$ cat src/rtl/weight_serializer.sv
// Parallel-to-serial weight feeder for the bit-serial multiplier, with a one-word
// pending buffer so consecutive words stream with no idle cycle between them.
module weight_serializer #(
    parameter int WIDTH     = 16,
    parameter int NWIDTH    = 16,
    parameter bit MSB_FIRST = 1'b0
) (
    input  logic              clk,
    input  logic              reset,
    input  logic              w_valid,
    output logic              w_ready,
    input  logic [WIDTH-1:0]  w_data,
    input  logic [NWIDTH-1:0] neuron_in,
    input  logic              stall,
    output logic              weight_bit,
    output logic [NWIDTH-1:0] neuron_out,
    output logic              mult_enable,
    output logic              mult_start,
    output logic              mult_last,
    output logic              busy,
    output logic [15:0]       word_count
);

    localparam int CW = (WIDTH > 1) ? $clog2(WIDTH) : 1;
    localparam logic [CW-1:0] LAST_IDX = CW'(WIDTH - 1);

    typedef enum logic {IDLE, SHIFT} state_t;

    state_t             state_reg, state_next;
    logic [WIDTH-1:0]   shift_reg, shift_next;
    logic [NWIDTH-1:0]  neuron_reg, neuron_next;
    logic [CW-1:0]      cnt_reg, cnt_next;
    logic [WIDTH-1:0]   pend_word_reg, pend_word_next;
    logic [NWIDTH-1:0]  pend_neuron_reg, pend_neuron_next;
    logic               pend_full_reg, pend_full_next;
    logic [15:0]        word_count_reg, word_count_next;
    logic [WIDTH-1:0]   shift_step;
    logic               accept;

    assign accept = w_valid & w_ready;

    generate
        if (MSB_FIRST) begin : g_msb
            assign shift_step = shift_reg << 1;
            assign weight_bit = shift_reg[WIDTH-1];
        end else begin : g_lsb
            assign shift_step = shift_reg >> 1;
            assign weight_bit = shift_reg[0];
        end
    endgenerate

    // State register
    always_ff @(posedge clk) begin
        if (reset) begin
            state_reg <= IDLE;
        end else begin
            state_reg <= state_next;
        end
    end

    // Next-state logic
    always_comb begin
        state_next = state_reg;
        case (state_reg)
            IDLE:    if (accept) state_next = SHIFT;
            SHIFT:   if (mult_last && !pend_full_reg && !accept) state_next = IDLE;
            default: state_next = IDLE;
        endcase
    end

    // Output logic
    always_comb begin
        mult_enable = 1'b0;
        mult_start  = 1'b0;
        mult_last   = 1'b0;
        if (state_reg == SHIFT && !stall) begin
            mult_enable = 1'b1;
            mult_start  = (cnt_reg == '0);
            mult_last   = (cnt_reg == LAST_IDX);
        end
    end

    assign w_ready    = ~pend_full_reg;
    assign busy       = (state_reg == SHIFT) | pend_full_reg;
    assign neuron_out = neuron_reg;
    assign word_count = word_count_reg;

    // Datapath next values
    always_comb begin
        shift_next       = shift_reg;
        neuron_next      = neuron_reg;
        cnt_next         = cnt_reg;
        pend_word_next   = pend_word_reg;
        pend_neuron_next = pend_neuron_reg;
        pend_full_next   = pend_full_reg;
        word_count_next  = word_count_reg;

        if (state_reg == IDLE) begin
            if (accept) begin
                shift_next  = w_data;
                neuron_next = neuron_in;
                cnt_next    = '0;
            end
        end else if (mult_last) begin
            word_count_next = word_count_reg + 16'd1;
            if (pend_full_reg) begin
                shift_next     = pend_word_reg;
                neuron_next    = pend_neuron_reg;
                cnt_next       = '0;
                pend_full_next = 1'b0;
            end else if (accept) begin
                shift_next  = w_data;
                neuron_next = neuron_in;
                cnt_next    = '0;
            end
        end else begin
            if (mult_enable) begin
                shift_next = shift_step;
                cnt_next   = cnt_reg + 1'b1;
            end
            // Pending capture is allowed even while stalled.
            if (accept) begin
                pend_word_next   = w_data;
                pend_neuron_next = neuron_in;
                pend_full_next   = 1'b1;
            end
        end
    end

    always_ff @(posedge clk) begin
        if (reset) begin
            shift_reg       <= '0;
            neuron_reg      <= '0;
            cnt_reg         <= '0;
            pend_word_reg   <= '0;
            pend_neuron_reg <= '0;
            pend_full_reg   <= 1'b0;
            word_count_reg  <= '0;
        end else begin
            shift_reg       <= shift_next;
            neuron_reg      <= neuron_next;
            cnt_reg         <= cnt_next;
            pend_word_reg   <= pend_word_next;
            pend_neuron_reg <= pend_neuron_next;
            pend_full_reg   <= pend_full_next;
            word_count_reg  <= word_count_next;
        end
    end

endmodule

$ cat config.mk
export PLATFORM = sky130hd
export DESIGN_NAME = weight_serializer
export DESIGN_NICKNAME = d
export VERILOG_FILES = /design/src/rtl/weight_serializer.sv
export SDC_FILE = /design/constraint.sdc
export NUM_CORES = 1
export LEC_CHECK = 0
export CELL_PAD_IN_SITES_DETAIL_PLACEMENT = 1
export CELL_PAD_IN_SITES_GLOBAL_PLACEMENT = 1
export CORE_ASPECT_RATIO = 1.25
export CORE_MARGIN = 10
export CORE_UTILIZATION = 38
export CTS_CLUSTER_SIZE = 16
export DETAILED_ROUTE_END_ITERATION = 10
export HOLD_SLACK_MARGIN = 0.15
export PLACE_DENSITY = 0.85
export SLEW_MARGIN = 0
export SYNTH_ARGS = -nofsm -noshare
export SYNTH_HDL_FRONTEND = slang
export SYNTH_SLANG_ARGS = --single-unit
$ cat constraint.sdc
create_clock -name clk -period 2.1 [get_ports clk]
set_input_delay 0.21 -clock clk [delete_from_list [all_inputs] [get_ports clk]]
set_output_delay 0.21 -clock clk [all_outputs]
set_load 0.03 [all_outputs]
==> results.txt <==
----------------------------------------------------
[Hold path]
  Hold-critical path depth ... 4
  Class of the most critical hold timing path ... input port to flop

[Cells and area]
  Net total in the final layout ... between 500 and 600
  Non-Filler Instances ... 681
  Post-route standard cell area excluding fillers ... 5170 um2
  Diodes inserted ... 0
  Layout cell share with drive strength beyond 1 ... 0.101
  Layout area overhead ... 34.1%
  Number of inserted filler cells in the final layout ... 1186

[Clocking]
  Deepest level of the CTS H-tree ... 3
  Hold buffer count at cts ... 0
  CTS tree ... yes
  Number of buffers created by CTS ... 9
  Clock transition at the registers of the reported paths ... 60 ps
  Max clock buf depth ... 2
  Root Buffer ... sky130_fd_sc_hd__clkbuf_16
  TritonCTS Sinks ... between 80 and 90
  Clock insertion delay at the later pin of the skew report ... roughly 350 ps

[Setup path]
  WS Path Type ... flop to flop
  Number of cell instances on the worst register-to-register path ... 5
  Launching element type of the critical path ... flop
  Required arrival time at the worst endpoint ... 2380 ps
  Crit. End Element ... flop
  Longest individual stage delay on the worst path ... 520 ps
  Critical-path maximum fanout ... 7
  Critical path cell sequence ... ha_2 > nand3_1 > or3_4 > or4_1 > a21oi_1
  Endpoint arrival time on the critical path ... 2250 ps
  Max stage delay cell, worst path ... sky130_fd_sc_hd__or4_1

[Synthesis]
  Number of unique standard cell types used by synthesis ... 43
  Mean area per synthesized cell ... around 8.2 um2
  Total of flip-flops plus latches after synthesis ... 86
  Synth Area in Compound Gates ... 0.241
  Total standard cell area after synthesis ... between 3000 and 4000 um2
  Number of warnings reported in the yosys synthesis log ... 0
  Post-synth net total ... approximately 510
  Multiplexer area fraction after synthesis ... 0.0166
  Most used flip-flop cell after synthesis ... sky130_fd_sc_hd__dfxtp_1
  EDFF count, synth ... 0
  Share of async-settable or async-resettable flops after synthesis ... 0
  Simple-gate share of the synthesized area ... 0.216
  Main combinational cell family by area after synthesis ... compound AO/OA/AOI/OAI gates
  Cell count after synthesis ... 472
  Xor and xnor fraction of the mapped netlist area ... 0.0227
  Post-synthesis sequential area ratio ... 0.447
  Adder and majority gate portion of the synthesized area ... 0.00974

[Power]
  Total chip power ... between 4 and 5 mW
  Static power due to leakage ... approximately 2 nW
  Cell area power density ... around 820 nW/um2
  Worst vdd rail ir drop ... 509 uV

[Global routing]
  GRT Residual Overflow ... 0
  Number of global-route vias before repair ... 4211
  First-pass GRT wire length ... slightly above 20000 um
  Maximum number of pins on one net before global-route repair ... 41
  Total Routing Usage GR ... 0.175
  Antenna violations before repair ... 0

[Timing]
  Final setup violating endpoints ... 0
  Setup repair after global routing missed its margin ... false
  Share of the cycle needed by the critical path after routing ... 0.936
  Pins over their slew limit ... 0
  Time the final worst path needs with I/O delays and setup ... 1960 ps
  Worst clock skew on the final layout ... around 5.0 ps
  Maximum clock frequency ... between 500 and 600 MHz
  Final Hold Fails ... 0
  Worst hold-check slack ... ~340 ps
  Measured slew at the worst slew-check pin ... between 700 and 800 ps
  TNS Setup ... 0 ps
  Max transition margin ... 0.468

[Route]
  Total wire length ... 12600 um
  Vias post-DR ... between 3000 and 4000
  Vias per cell ... 5.64
  Number of detailed-route iterations in the first pass ... 4
  DRC viols ... 0
  Number of nets with antenna violations after routing ... 0
  Routed length per instance ... 18.5 um
  DR iter-0 viols ... 178

[Place]
  Cell count after placement ... 664
  Number of port buffers ... 73
  Total half-perimeter wirelength after legalization and detailed placement ... 8450 um
  Post-placement cell area ... 4810 um2
  Placer Congestion ... 0.831

[Status]
  Result of the run ... completed

[Floorplanning]
  Top-level port count ... 74
  Std cell rows ... 41
  Overall die area ... ~15000 um2
  Area of the core ... 10000 um2
  Vert. Die Dim ... 133 um
  Die X-Extent ... 110 um
  Initial cell density of the core ... 0.385

[Flow run]
  Max capacitance violation total ... 0

----------------------------------------------------
## what timing repair did
| item | in CTS | in global routing |
|---|---|---|
| resized for setup | 1 | 6 |
| buffers inserted | 0 | 1 |
| endpoints found under the setup margin | 1 | 20 |
## Yosys cell counts (3+ instances only)
cell type                   n  area [um2]
sky130_fd_sc_hd__dfxtp_1   86        1720
sky130_fd_sc_hd__nand2_1   77         289
sky130_fd_sc_hd__a21oi_1   47         235
sky130_fd_sc_hd__nor2_1    33         124
sky130_fd_sc_hd__o22ai_1   27         169
sky130_fd_sc_hd__clkbuf_1  26        97.6
sky130_fd_sc_hd__a22oi_1   22         165
sky130_fd_sc_hd__a211oi_1  16         120
sky130_fd_sc_hd__nand3_1   12        60.1
sky130_fd_sc_hd__nor2b_1   12        75.1
sky130_fd_sc_hd__a21o_1    11        82.6
sky130_fd_sc_hd__o21ai_0   10        50.1
sky130_fd_sc_hd__buf_2      9        45.0
sky130_fd_sc_hd__inv_1      9        33.8
sky130_fd_sc_hd__and3_1     6        37.5
sky130_fd_sc_hd__nand4_1    6        37.5
sky130_fd_sc_hd__o31ai_1    6        45.0
sky130_fd_sc_hd__xor2_1     6        52.6
sky130_fd_sc_hd__and2_1     5        31.3
sky130_fd_sc_hd__and4_1     4        35.0
sky130_fd_sc_hd__xnor2_1    4        35.0
sky130_fd_sc_hd__ha_1       3        37.5
sky130_fd_sc_hd__mux2_2     3        33.8
sky130_fd_sc_hd__mux2i_1    3        30.0
sky130_fd_sc_hd__nor4_1     3        18.8
sky130_fd_sc_hd__or4_1      3        22.5
## per-layer routing
metal  vias up  global-route usage  part of all wire
li1       1841                   -                 -
met3        20              0.0360             0.043
met1      1904               0.193              0.41
met2        77               0.311              0.53
met5         -                   0                 0
met4         0              0.0754             0.018
## layout make-up
type                       instances  area, um2  area share
clock buffer                      12        236      0.0457
sequential                        86       1720       0.333
inverter                           9       33.8     0.00653
multi-input combinational        341       1980       0.382
timing repair buffer             100        945       0.183
tap                              129        161      0.0312
clock inverter                     4       95.1      0.0184
## where the power goes
group / switching (mW) / leakage, nW / internal (mW)
Sequential: 0.0599 / 0.702 / 1.72
Combinational: 0.358 / 1.08 / 0.277
Clock: 0.646 / 0.161 / 1.16
## layout by cell type (no fill, tap or decap), types with 16 or more instances in the layout
cell type | synthesis | layout
sky130_fd_sc_hd__nand2_1 | 77 | 77
sky130_fd_sc_hd__a211oi_1 | 16 | 16
sky130_fd_sc_hd__buf_4 | 0 | 28
sky130_fd_sc_hd__nor2_1 | 33 | 31
sky130_fd_sc_hd__a21oi_1 | 47 | 47
sky130_fd_sc_hd__clkdlybuf4s50_1 | 0 | 68
sky130_fd_sc_hd__o22ai_1 | 27 | 27
sky130_fd_sc_hd__dfxtp_1 | 86 | 85
sky130_fd_sc_hd__a22oi_1 | 22 | 22
## critical path: cells and delay by family (launching register included)
kind            cells  cell delay, ps
compound gates      1             150
fa+ha+maj           1             260
flops               1             410
simple gates        3            1080
## cell families (layout without fill, tap and decap cells)
group / Yosys count / after routing
simple gates: 175 / 175
compound gates: 147 / 147
flops: 86 / 86
buf+inv: 45 / 125
xor+xnor: 10 / 10
mux: 6 / 6
fa+ha+maj: 3 / 3
## path summary, 6_finish.rpt
check | startpoint | endpoint | slack, ps
max | cnt_reg[0] | word_count[15] | 140
min | reset | cnt_reg[2] | 340
max reg2reg | cnt_reg[0] | word_count[15] | 140
min reg2reg | pend_word_reg[2] | shift_reg[2] | 450
## through the flow
step,worst slack [ps],util
5_1_grt,7.19,0.517
2_1_floorplan,200,-
6_report,135,0.517
4_1_cts,2.58,0.514
3_3_place_gp,26.4,0.481
3_5_place_dp,7.36,0.481
Power figures use the tool's default switching activity.
